`config.mk`:
```
export PLATFORM = sky130hd
export DESIGN_NAME = cam_align_ctrl
export DESIGN_NICKNAME = d
export VERILOG_FILES = /design/src/rtl/cam_align_ctrl.sv
export SDC_FILE = /design/constraint.sdc
export NUM_CORES = 1
export LEC_CHECK = 0
export BUFFER_PORTS_ARGS = -buffer_cell sky130_fd_sc_hd__buf_2
export CORE_UTILIZATION = 25
export CTS_CLUSTER_DIAMETER = 200
export CTS_CLUSTER_SIZE = 16
export DETAILED_ROUTE_END_ITERATION = 7
export GPL_TIMING_DRIVEN = 0
export PLACE_DENSITY = 0.41
export SYNTH_ARGS = -nofsm -noshare
export SYNTH_HDL_FRONTEND = slang
export SYNTH_SLANG_ARGS = --single-unit
```
`constraint.sdc`:
```
create_clock -name c -period 2.95 [get_ports c]
set_clock_uncertainty 0.2 [all_clocks]
set_input_delay 0.1475 -clock c [delete_from_list [all_inputs] [get_ports c]]
set_output_delay 0.1475 -clock c [all_outputs]
set_load 0.01 [all_outputs]
```
`src/rtl/cam_align_ctrl.sv`:
```
// cam_align_ctrl: LVDS word-alignment sequencer for one camera.
// Walks the lanes in turn, bitslipping each until the training byte holds.
module cam_align_ctrl #(
  parameter int         NLANES    = 5,
  parameter logic [7:0] TRAIN     = 8'h3A,
  parameter int         SETTLE    = 16,
  parameter int         MATCH     = 64,
  parameter int         MAX_SLIPS = 8
) (
  input  logic                c,
  input  logic                rst,
  input  logic                start,
  input  logic                rx_locked,
  input  logic [8*NLANES-1:0] rxd,
  output logic [NLANES-1:0]   align,
  output logic                busy,
  output logic                done,
  output logic                fail,
  output logic [NLANES-1:0]   lane_ok,
  output logic [4*NLANES-1:0] slips
);

  localparam int CMAX = (SETTLE > MATCH) ? SETTLE : MATCH;
  localparam int CW   = $clog2(CMAX + 1);
  localparam int LW   = (NLANES > 1) ? $clog2(NLANES) : 1;

  localparam logic [CW-1:0] SET_LAST   = CW'(SETTLE - 1);
  localparam logic [CW-1:0] MATCH_LAST = CW'(MATCH - 1);
  localparam logic [LW-1:0] LAST_LANE  = LW'(NLANES - 1);
  localparam logic [3:0]    SLIP_MAX   = 4'(MAX_SLIPS);

  typedef enum logic [2:0] {
    S_IDLE,
    S_WAIT_LOCK,
    S_SETTLE,
    S_CHECK,
    S_SLIP,
    S_NEXT,
    S_DONE
  } state_t;

  state_t state;
  state_t state_n;

  logic [LW-1:0]       lane;
  logic [LW-1:0]       lane_n;
  logic [CW-1:0]       cnt;
  logic [CW-1:0]       cnt_n;
  logic [NLANES-1:0]   lane_hot;
  logic [7:0]          lane_byte;
  logic [3:0]          slip_cur;
  logic [4*NLANES-1:0] slips_inc;
  logic                lock_lost;

  logic [NLANES-1:0]   align_n;
  logic                busy_n;
  logic                done_n;
  logic                fail_n;
  logic [NLANES-1:0]   lane_ok_n;
  logic [4*NLANES-1:0] slips_n;

  assign lane_hot = NLANES'(1) << lane;

  // Any lock drop while actively aligning restarts the whole sequence.
  assign lock_lost = !rx_locked &&
                     ((state == S_SETTLE) ||
                      (state == S_CHECK)  ||
                      (state == S_SLIP)   ||
                      (state == S_NEXT));

  // Mux out the current lane's byte and its slip count.
  always_comb begin
    lane_byte = '0;
    slip_cur  = '0;
    for (int i = 0; i < NLANES; i++) begin
      if (lane == LW'(i)) begin
        lane_byte = rxd[8*i +: 8];
        slip_cur  = slips[4*i +: 4];
      end
    end
  end

  // Slip counters with the current lane bumped by one.
  always_comb begin
    slips_inc = slips;
    for (int i = 0; i < NLANES; i++) begin
      if (lane_hot[i]) begin
        slips_inc[4*i +: 4] = slips[4*i +: 4] + 4'd1;
      end
    end
  end

  // Next-state and next-output logic; lock loss overrides everything.
  always_comb begin
    state_n   = state;
    lane_n    = lane;
    cnt_n     = cnt;
    align_n   = '0;
    done_n    = done;
    fail_n    = fail;
    lane_ok_n = lane_ok;
    slips_n   = slips;
    unique case (state)
      S_IDLE, S_DONE: begin
        if (start) begin
          done_n    = 1'b0;
          fail_n    = 1'b0;
          lane_ok_n = '0;
          slips_n   = '0;
          lane_n    = '0;
          cnt_n     = '0;
          state_n   = S_WAIT_LOCK;
        end
      end
      S_WAIT_LOCK: begin
        if (rx_locked) begin
          cnt_n   = '0;
          state_n = S_SETTLE;
        end
      end
      S_SETTLE: begin
        if (cnt == SET_LAST) begin
          cnt_n   = '0;
          state_n = S_CHECK;
        end else begin
          cnt_n = cnt + 1'b1;
        end
      end
      S_CHECK: begin
        if (lane_byte == TRAIN) begin
          if (cnt == MATCH_LAST) begin
            lane_ok_n = lane_ok | lane_hot;
            cnt_n     = '0;
            state_n   = S_NEXT;
          end else begin
            cnt_n = cnt + 1'b1;
          end
        end else if (slip_cur < SLIP_MAX) begin
          state_n = S_SLIP;
        end else begin
          fail_n  = 1'b1;
          cnt_n   = '0;
          state_n = S_NEXT;
        end
      end
      S_SLIP: begin
        align_n = lane_hot;
        slips_n = slips_inc;
        cnt_n   = '0;
        state_n = S_SETTLE;
      end
      S_NEXT: begin
        if (lane == LAST_LANE) begin
          done_n  = 1'b1;
          state_n = S_DONE;
        end else begin
          lane_n  = lane + 1'b1;
          cnt_n   = '0;
          state_n = S_SETTLE;
        end
      end
      default: begin
        state_n = S_IDLE;
      end
    endcase
    if (lock_lost) begin
      state_n   = S_WAIT_LOCK;
      lane_n    = '0;
      cnt_n     = '0;
      align_n   = '0;
      done_n    = done;
      fail_n    = fail;
      lane_ok_n = '0;
      slips_n   = '0;
    end
  end

  assign busy_n = !((state_n == S_IDLE) || (state_n == S_DONE));

  // State register.
  always_ff @(posedge c) begin
    if (rst) begin
      state <= S_IDLE;
    end else begin
      state <= state_n;
    end
  end

  // Datapath and registered outputs.
  always_ff @(posedge c) begin
    if (rst) begin
      lane    <= '0;
      cnt     <= '0;
      align   <= '0;
      busy    <= 1'b0;
      done    <= 1'b0;
      fail    <= 1'b0;
      lane_ok <= '0;
      slips   <= '0;
    end else begin
      lane    <= lane_n;
      cnt     <= cnt_n;
      align   <= align_n;
      busy    <= busy_n;
      done    <= done_n;
      fail    <= fail_n;
      lane_ok <= lane_ok_n;
      slips   <= slips_n;
    end
  end

endmodule
```
==> impl_metrics.tcl <==
set metrics [dict create \
    status "finished clean" \
    antenna_found_initial 0 \
    num_rows 36 \
    slew_headroom_pct 12.80 \
    grt_pass1_wl_um 12430 \
    cpMaxStageDelayCell "dfxtp_1" \
    start_util_pct 25.73 \
    synthMuxAreaShare_pct 1.194 \
    maxCapViolCount 0 \
    synth_area_mm2 0.002515 \
    seq_area_um2 920.9 \
    cts_buffers 5 \
    diodes 0 \
    worstSetupEndpointType "flop" \
    clk_path_buf_depth 2 \
    htree_levels 2 \
    ir_drop_v 0.0001652 \
    synth_compound_area_share_pct 20.05 \
    synth_edf_count 0 \
    synth-xor-area-share_pct 3.831 \
    p_leak_nw 1.346 \
    cp-start-kind "flop" \
    drtIter0Drc 115 \
    synthSimpleGateAreaFrac_pct 28.16 \
    hold_viol_final 0 \
    slowest_delay_ps 340 \
    synthTopCellsByArea "dfxtp_1 37%, nor2_1 7.6%, ha_1 6.5%, nand2_1 5.1%, a21oi_1 4.6%" \
    syn_nets 375 \
    ys_ff_latch 46 \
    dr.pass1.iters 4 \
    pin_count 77 \
    path_cells "clkbuf_4 -> inv_1 -> ha_2 -> a311o_1 -> a31oi_1 -> a32oi_2 -> buf_6 -> a21o_2 -> a211o_1 -> a21oi_1" \
    drc 0 \
    setup_tns_ps 0 \
    syn_inst 318 \
    slew_violations 0 \
    hp-class "in2reg" \
    synth_top_area_share_pct 36.62 \
    cts.sinks 46 \
    whs_ps 130.5 \
    hpwl_um 5850 \
    crit_arrival_ps 2800 \
    fin_crit_ps 2766 \
    grt_overflow 0 \
    drive_gt1_share_pct 25.87 \
    crit_fanout 10 \
    fin_crit_sh_pct 93.75 \
    clk_latency_ps 300 \
    vias_per_cell 4.864 \
    ys_top_cells_by_count "51 x nor2_1, 46 x dfxtp_1, 34 x nand2_1" \
    syn_to_final_growth_pct 27.66 \
    synth_top_family_by_area "simple AND/OR/NAND/NOR gates" \
    fp.dieW_um 102.3 \
    ant_nets 0 \
    grt_max_degree 15 \
    fp.dieH_um 102.3 \
    multiInputGateArea_mm2 0.001544 \
    vias 2602 \
    clockRootBuffer "clkbuf_8" \
    yosysMostFrequentCell "nor2_1" \
    ys.warnings.count 0 \
    dpl-instance-area_mm2 0.003062 \
    crit_required_ps 2980 \
    gp_congestion 0.8024 \
    fin_area_mm2 0.003211 \
    clk_pin_slew_ps 90 \
    max_freq_ghz 0.3616 \
    powerDensity_mw_per_mm2 394.2 \
    finalSetupViolCount 0 \
    die_area_mm2 0.01046 \
    cts_tree "built" \
    grtUsageTotal_pct 15.43 \
    ys_seq_area_share_pct 36.62 \
    reg2reg_slack_ps 180 \
    path_class "reg2reg" \
    synthArstFlopShare_pct 0 \
    fillers 1086 \
    synth_ff_type "dfxtp_1" \
    ys_types 52 \
    portBuffers 76 \
    layout.nets 458 \
    yosys.area.top_type "dfxtp_1" \
    wire_per_inst_um 14.61 \
    postSynthAreaPerCell_um2 7.909 \
    fp.coreArea_mm2 0.009774 \
    grt_pass1_vias 2468 \
    wirelength_um 7819 \
    synth_fa_ha_area_share_pct 6.468 \
    worstMarginPinSlew_ps 1305 \
    rsz0062_at_grt "yes" \
]
[cells in the final DEF (no fill, tap or decap), types with 2 or more instances in the layout]
cell      netlist  layout
a21o_1          3       2
or3_1           4       4
nor2b_1         3       3
and2_1          2       2
ha_1           13      10
nand4_1        10      10
nand2b_1        2       2
ha_2            0       3
a21oi_1        23      23
buf_2           2      77
a22oi_1         3       3
and3b_1         2       2
nor4_1          2       2
inv_1          10       9
or2_2           2       2
nor2_1         51      51
clkbuf_8        0       6
and3_1          4       4
o211ai_1        2       2
a31oi_1         8       8
clkbuf_1        9       7
o31ai_1         4       3
xor2_1         11      11
dfxtp_1        46      46
mux2i_1         3       3
nand3b_1        2       2
clkbuf_2        0       2
o21ai_0        16      15
nor3_1          8       8
nand3_1        11      11
nand4b_1        3       3
nand2_1        34      33
nor3b_1         2       2
[worst max-delay path, delay by kind of cell (launching register included)]
kind / cells / cell delay [ps]
AO/OA/AOI/OAI: 6 / 1400
adder cells (fa/ha/maj): 1 / 250
buffers and inverters: 3 / 500
flip-flops: 1 / 340
[logic make-up (layout without fill, tap and decap cells)]
| logic type | count (synthesis) | count (layout) |
|---|---|---|
| and+or+nand+nor | 146 | 146 |
| muxes | 3 | 3 |
| xor gates and xnor gates | 11 | 11 |
| adders and majority gates | 13 | 13 |
| buffers and inverters | 22 | 106 |
| AOI/OAI and AO/OA | 77 | 77 |
| DFF | 46 | 46 |
[per-stage QoR]
step | cells | total power [mW] | setup WS, ps | utilization (%)
after floorplan | 318 | 0.7702 | 535.0 | -
after global placement | 527 | 0.8529 | -79.55 | 31.32
after detailed placement | 527 | 0.8514 | -87.44 | 31.32
after CTS | 536 | 1.276 | 35.91 | 32.41
after global routing | 535 | 1.339 | -13.64 | 32.85
final | 535 | 1.266 | 184.4 | 32.85
[state kept, by name, indices dropped and copies added, names as in the netlist]
name	count
align	5
busy	1
cnt	7
done	1
fail	1
lane	3
lane_ok	5
slips	20
state	3
[worst paths after layout]
| path | from | cells past startpoint | endpoint |
|---|---|---|---|
| worst min register to register | lane_ok[1]$_SDFFE_PP0P_ | 2 | lane_ok[1]$_SDFFE_PP0P_ |
| worst min-delay path | rx_locked | 3 | state[1]$_SDFF_PP0_ |
| worst max register to register | lane[2]$_SDFFE_PP0P_ | 10 | cnt[4]$_SDFFE_PP0P_ |
| worst max-delay path | lane[2]$_SDFFE_PP0P_ | 10 | cnt[4]$_SDFFE_PP0P_ |
[power breakdown]
part           internal [mW]  switching [mW]  leakage, nW
combinational         0.0754           0.136        0.926
sequential             0.627         0.00635        0.371
clock                  0.194           0.226       0.0489
[what timing repair did]
| item | CTS | global route |
|---|---|---|
| setup endpoints to repair | 10 | 28 |
| hold buffers | 1 | 0 |
| buffers inserted | 0 | 0 |
| cloned | 0 | 0 |
| gates resized for setup | 1 | 14 |
| hold endpoints to repair | 3 | 0 |
[per-layer routing]
layer / vias to the layer above / part of all wire, % / GRT usage (%)
met4: 0 / 1.3 / 4.835
met5: - / 0 / 0
met3: 7 / 6.1 / 2.736
met1: 1191 / 49 / 20.51
met2: 101 / 43 / 25.35
li1: 1303 / - / -
[final cells by class]
class	count	share of cell area (%)
Buffer	11	1.754
Clock buffer	7	2.689
Inverter	10	1.169
Clock inverter	1	0.2728
Timing Repair Buffer	77	12.16
Sequential cell	46	28.68
Tap cell	133	5.183
Multi-Input combinational cell	250	48.09
Power figures use the tool's default switching activity.
